`config.mk`:
```
export PLATFORM = sky130hd
export DESIGN_NAME = aes_key_expansion
export DESIGN_NICKNAME = d
export VERILOG_FILES = /design/src/rtl/aes_key_expansion.sv
export SDC_FILE = /design/constraint.sdc
export NUM_CORES = 2
export LEC_CHECK = 0
export BUFFER_PORTS_ARGS = -buffer_cell sky130_fd_sc_hd__buf_2
export CAP_MARGIN = 20
export CORE_UTILIZATION = 55
export DETAILED_ROUTE_END_ITERATION = 16
export MAX_ROUTING_LAYER = met4
export PLACE_DENSITY = 0.77
export SETUP_SLACK_MARGIN = 0.15
export SKIP_LAST_GASP = 1
export SLEW_MARGIN = 20
export SYNTH_ARGS = -nofsm -noshare
export SYNTH_HDL_FRONTEND = slang
export SYNTH_SLANG_ARGS = --single-unit
```
`constraint.sdc`:
```
create_clock -name Clk -period 41.3 [get_ports Clk]
set_input_delay 4.13 -clock Clk [delete_from_list [all_inputs] [get_ports Clk]]
set_output_delay 4.13 -clock Clk [all_outputs]
set_load 0.01 [all_outputs]
```
`src/rtl/aes_key_expansion.sv`:
```
// AES-128 iterative key schedule with an 11-entry round-key table.
// It takes one cipher key through a valid/ready handshake and expands one
// round key per cycle. Any round key can then be read by index with a
// one-cycle registered latency.
// Ports:
//   Clk, Rst_n : clock and synchronous active-low reset.
//   Key_valid  : Key carries a new cipher key.
//   Key_ready  : block can accept a key.
//   Key        : cipher key, byte 0 is [127:120].
//   Keys_ready : all round keys in the table are valid.
//   Round_idx  : round key index to read (0..10; 11..15 read as zero).
//   Round_key  : registered round key selected by Round_idx.
module aes_key_expansion #(
  parameter int unsigned KEY_WIDTH  = 128,
  parameter int unsigned NUM_ROUNDS = 10
) (
  input  logic                 Clk,
  input  logic                 Rst_n,
  input  logic                 Key_valid,
  output logic                 Key_ready,
  input  logic [KEY_WIDTH-1:0] Key,
  output logic                 Keys_ready,
  input  logic [3:0]           Round_idx,
  output logic [KEY_WIDTH-1:0] Round_key
);

  localparam int unsigned NUM_KEYS = NUM_ROUNDS + 1;
  localparam int unsigned CNT_W    = 4;

  // Forward S-box, entry 0 in the most significant byte.
  localparam logic [2047:0] SBOX_TABLE = {
    128'h637c777bf26b6fc53001672bfed7ab76, 128'hca82c97dfa5947f0add4a2af9ca472c0,
    128'hb7fd9326363ff7cc34a5e5f171d83115, 128'h04c723c31896059a071280e2eb27b275,
    128'h09832c1a1b6e5aa0523bd6b329e32f84, 128'h53d100ed20fcb15b6acbbe394a4c58cf,
    128'hd0efaafb434d338545f9027f503c9fa8, 128'h51a3408f929d38f5bcb6da2110fff3d2,
    128'hcd0c13ec5f974417c4a77e3d645d1973, 128'h60814fdc222a908846eeb814de5e0bdb,
    128'he0323a0a4906245cc2d3ac629195e479, 128'he7c8376d8dd54ea96c56f4ea657aae08,
    128'hba78252e1ca6b4c6e8dd741f4bbd8b8a, 128'h703eb5664803f60e613557b986c11d9e,
    128'he1f8981169d98e949b1e87e9ce5528df, 128'h8ca1890dbfe6426841992d0fb054bb16
  };

  typedef enum logic [1:0] {
    IDLE,
    EXPAND,
    READY
  } state_e;

  state_e               state_q, state_d;
  logic [CNT_W-1:0]     cnt_q, cnt_d;
  logic                 key_ready_q, key_ready_d;
  logic                 keys_ready_q, keys_ready_d;
  logic [KEY_WIDTH-1:0] round_key_q, round_key_d;
  logic [KEY_WIDTH-1:0] rk_q [NUM_KEYS];

  logic                 xfer_c;
  logic                 wr_en_c;
  logic [KEY_WIDTH-1:0] prev_rk_c;
  logic [KEY_WIDTH-1:0] next_rk_c;

  // Entry b sits at bit offset (255-b)*8, and 255-b is ~b.
  function automatic logic [7:0] sub_byte(input logic [7:0] b);
    logic [10:0] base;
    base = {~b, 3'b000};
    return SBOX_TABLE[base +: 8];
  endfunction

  function automatic logic [7:0] rcon(input logic [CNT_W-1:0] i);
    logic [7:0] r;
    case (i)
      4'd1:    r = 8'h01;
      4'd2:    r = 8'h02;
      4'd3:    r = 8'h04;
      4'd4:    r = 8'h08;
      4'd5:    r = 8'h10;
      4'd6:    r = 8'h20;
      4'd7:    r = 8'h40;
      4'd8:    r = 8'h80;
      4'd9:    r = 8'h1b;
      4'd10:   r = 8'h36;
      default: r = 8'h00;
    endcase
    return r;
  endfunction

  // One key-schedule step: rk[cnt] from rk[cnt-1].
  always_comb begin
    logic [31:0] w0, w1, w2, w3, rot, t, n0, n1, n2, n3;
    prev_rk_c = '0;
    if (cnt_q != '0 && cnt_q <= CNT_W'(NUM_ROUNDS)) begin
      prev_rk_c = rk_q[cnt_q - CNT_W'(1)];
    end
    w0  = prev_rk_c[127:96];
    w1  = prev_rk_c[95:64];
    w2  = prev_rk_c[63:32];
    w3  = prev_rk_c[31:0];
    rot = {w3[23:0], w3[31:24]};
    t   = {sub_byte(rot[31:24]), sub_byte(rot[23:16]),
           sub_byte(rot[15:8]),  sub_byte(rot[7:0])} ^ {rcon(cnt_q), 24'h0};
    n0  = w0 ^ t;
    n1  = w1 ^ n0;
    n2  = w2 ^ n1;
    n3  = w3 ^ n2;
    next_rk_c = {n0, n1, n2, n3};
  end

  // Next-state, handshake and read-port logic.
  always_comb begin
    state_d      = state_q;
    cnt_d        = cnt_q;
    keys_ready_d = keys_ready_q;
    wr_en_c      = 1'b0;
    xfer_c       = Key_valid && key_ready_q;
    round_key_d  = '0;

    case (state_q)
      IDLE, READY: begin
        if (xfer_c) begin
          state_d      = EXPAND;
          cnt_d        = CNT_W'(1);
          keys_ready_d = 1'b0;
        end
      end
      EXPAND: begin
        wr_en_c = 1'b1;
        cnt_d   = cnt_q + CNT_W'(1);
        if (cnt_q == CNT_W'(NUM_ROUNDS)) begin
          state_d      = READY;
          keys_ready_d = 1'b1;
        end
      end
      default: state_d = IDLE;
    endcase

    // Registered copy of the state decode so Key_ready is low throughout reset.
    key_ready_d = (state_d != EXPAND);

    if (Round_idx <= 4'(NUM_ROUNDS)) begin
      round_key_d = rk_q[Round_idx];
    end
  end

  // Control and output registers.
  always_ff @(posedge Clk) begin
    if (!Rst_n) begin
      state_q      <= IDLE;
      cnt_q        <= '0;
      key_ready_q  <= 1'b0;
      keys_ready_q <= 1'b0;
      round_key_q  <= '0;
    end else begin
      state_q      <= state_d;
      cnt_q        <= cnt_d;
      key_ready_q  <= key_ready_d;
      keys_ready_q <= keys_ready_d;
      round_key_q  <= round_key_d;
    end
  end

  // Round-key table; a read on a write edge sees the old entry.
  always_ff @(posedge Clk) begin
    if (!Rst_n) begin
      for (int i = 0; i < NUM_KEYS; i++) begin
        rk_q[i] <= '0;
      end
    end else begin
      if (xfer_c) begin
        rk_q[0] <= Key;
      end
      if (wr_en_c) begin
        rk_q[cnt_q] <= next_rk_c;
      end
    end
  end

  assign Key_ready  = key_ready_q;
  assign Keys_ready = keys_ready_q;
  assign Round_key  = round_key_q;

endmodule

```
==> flow_summary.json <==
{
  "status": "complete, but fails checks",
  "violations": "max-slew violations",
  "drive_above_1_share_pct": 26.3,
  "max-clock-path-buffers": 3,
  "leakage_uw": 0.0455,
  "clock_skew_ps": 156,
  "antenna_found_initial": 28,
  "postCtsSetupRepairBufs": 0,
  "synth_area_um2": 124000,
  "hold_buffers": 0,
  "required_ps": 41820,
  "grt_pass1_vias": 93400,
  "grt_pass1_wl_um": 709000,
  "cap_violations": 0,
  "cts_tree": "done",
  "synth-compound-area-share_pct": 8.54,
  "cts_buffers": 221,
  "holdWs_ps": 532,
  "p_comb_share_pct": 32.0,
  "r2r-start": "cnt_q[1]",
  "drc": 0,
  "hold_violations": 0,
  "grt_use_total_pct": 45.4,
  "setup-tns-final_ps": 0,
  "final-setup-viol-count": 0,
  "power_switching_share_pct": 36.5,
  "place_hpwl_um": 304000,
  "via_per_inst": 7.96,
  "arrival_ps": 11410,
  "final-max-slew-violation-count": 54,
  "die_area_um2": 227000,
  "yosys_warnings": 0,
  "synth_nets": 9247,
  "rows": 173,
  "gp_congestion": 1.07,
  "port_buffers": 264,
  "die_w_um": 476,
  "synth.mux.area_fraction_pct": 24.3,
  "fillers": 16000,
  "cts_htree_levels": 4,
  "area.growth.synth_to_final_pct": 9.43,
  "clock_power_share_pct": 31.7,
  "powerDensity_nw_per_um2": 52.0,
  "synth.yosys.seq_area_share_pct": 52.1,
  "io_pins": 265,
  "post_cts_resized": 0,
  "wl_per_cell_um": 42.0,
  "drt_iter0_drc": 18800,
  "die_y_um": 476,
  "post-route-min-period_ps": 10900,
  "wl_met1_um": 162000,
  "maxSlewHeadroom_pct": -10.8,
  "critPathLaunchType": "register",
  "wl_met3_um": 84000,
  "synthAdderAreaFrac_pct": 0.573,
  "worstHoldStart": "state_q[1]",
  "rsz0062_at_grt": "no",
  "routed_wl_um": 507000,
  "synth-edff-count": 2048,
  "ys.flop_type": "edfxtp_1",
  "vdd_drop_max_v": 0.0000539,
  "top_layer_used": "met4",
  "cts.reportedPaths.clkPinSlew_ps": 60,
  "ys_types": 117,
  "root_buffer": "clkbuf_16",
  "dr.pass1.iters": 6,
  "period_share_pct": 26.4,
  "numClockSinks": 2192,
  "switching_power_uw": 2560,
  "synth-seq-cells": 2192,
  "yosys.area_share.simple_pct": 8.95,
  "syn-instance-count": 9057,
  "dr_wl_met2_um": 218000,
  "path_class": "register to register",
  "async_flop_share_pct": 0,
  "start_util_pct": 55.5,
  "nets": 9046,
  "synth_xor_area_share_pct": 1.47,
  "cp-end-kind": "register",
  "crit_path_start": "cnt_q[1]",
  "grt_max_degree": 154,
  "vias": 96100,
  "max_freq_mhz": 91.8,
  "gr-total-overflow": 0,
  "synth_top_family_by_area": "multiplexers",
  "power_frac_seq_pct": 36.3,
  "core-area_um2": 223000,
  "avgSynthCellArea_um2": 13.7,
  "hold_class": "register to register",
  "insertion_delay_ps": 980,
  "intPower_uw": 4470,
  "path_max_fanout": 80,
  "drtAntennaViolNets": 0,
  "worst_pin_slew_ps": 1660
}
[cell usage after synthesis, types with 18 or more instances]
cell type,n,area [µm²]
and2_1,30,188
nor3_1,134,671
buf_4,74,556
a21oi_1,292,1460
o2111ai_1,18,158
a22oi_1,20,150
nand2_1,369,1390
and3_1,29,181
a221oi_1,27,236
nor2b_1,136,851
a31oi_1,86,538
o21ai_0,465,2330
nor4_1,19,119
dfxtp_1,144,2880
xnor2_1,135,1180
xor2_1,57,499
or3_1,23,144
buf_6,34,383
a211o_1,20,175
mux2_2,50,563
nand2b_1,30,188
clkbuf_1,511,1920
buf_1,86,323
a311oi_1,51,447
nand3_1,366,1830
o21ai_1,45,225
o221ai_1,36,315
nor2_1,1305,4900
o311ai_0,35,307
o31ai_1,37,278
o211ai_1,92,691
mux2i_1,87,871
buf_2,271,1360
ha_1,55,688
a211oi_1,85,638
o22ai_1,42,263
inv_1,90,338
edfxtp_1,2048,61500
mux4_2,1260,28400
[per-stage QoR]
stage          setup WS (ps)  instance area [µm²]  utilization [%]  instances  total power (µW)
2_1_floorplan          22420               124000                -       9057              3900
3_3_place_gp           30990               127000             57.0      11600              4690
3_5_place_dp           30750               127000             57.0      11600              4710
4_1_cts                30730               135000             60.7      12000              6900
5_1_grt                30230               135000             60.7      12100              7130
6_report               30400               135000             60.7      12100              7030
[cells in the final DEF (no fill, tap or decap), types with 129 or more instances in the layout]
cell       instances
edfxtp_1        2048
nor2_1          1298
mux4_2          1260
o21ai_0          461
nand3_1          360
nand2_1          351
a21oi_1          292
buf_4            276
buf_2            263
clkbuf_16        221
dfxtp_1          142
nor2b_1          136
xnor2_1          129
[cell families (layout without fill, tap and decap cells)]
group | Yosys count | in the layout
muxes | 1408 | 1408
adders and majority gates | 57 | 57
xor gates and xnor gates | 200 | 200
and+or+nand+nor | 2522 | 2522
DFF | 2192 | 2192
AOI/OAI and AO/OA | 1592 | 1592
other | 0 | 34
buffers and inverters | 1086 | 1084
[layout make-up]
cell class	instances	area [µm²]	area share, %
Antenna cell	34	85.1	0.0629
Sequential cell	2192	64400	47.6
Inverter	103	395	0.292
Tap cell	2975	3720	2.75
Clock inverter	126	2010	1.49
Clock buffer	296	6100	4.51
Timing Repair Buffer	559	3770	2.79
Multi-Input combinational cell	5779	54800	40.5
[power by group through the flow]
stage | registers, µW | clock network, µW | logic, µW
6_report | 2550 | 2230 | 2250
3_3_place_gp | 2590 | 0 | 2100
5_1_grt | 2560 | 2300 | 2270
3_5_place_dp | 2590 | 0 | 2110
4_1_cts | 2550 | 2220 | 2130
2_1_floorplan | 2590 | 0 | 1310
[worst paths after layout]
check	to	slack, ps	depth (start not counted)
worst min register to register	state_q[1]	530	2
worst max register to register	rk_q[15][10]	30400	19
worst max-delay path	rk_q[15][10]	30400	19
worst min-delay path	state_q[1]	530	2
[routing by layer]
metal	GRT usage (%)	vias to the layer above
li1	-	35500
met1	55.8	47600
met2	63.3	10700
met3	15.6	2273
met4	31.2	0
met5	-	-
[flip-flops by register name, summed over array words and instances (netlist names), named ones only]
| signal | flops |
|---|---|
| Key_ready | 1 |
| Keys_ready | 1 |
| Round_key | 128 |
| cnt_q | 4 |
| rk_q | 2048 |
| state_q | 2 |
[worst max-delay path: stages, from the launching register on]
cell	delay, ps
dfxtp_1	970
clkinv_1	680
ha_4	880
buf_4	840
buf_4	700
mux2i_1	160
mux4_2	540
mux2i_4	450
nand2_2	80
buf_4	400
inv_2	740
buf_4	570
a21oi_1	160
nor4_1	310
o311ai_1	110
a211oi_1	680
o21bai_1	180
o211a_1	660
xnor2_1	930
nor2_1	240
Power figures use the tool's default switching activity.
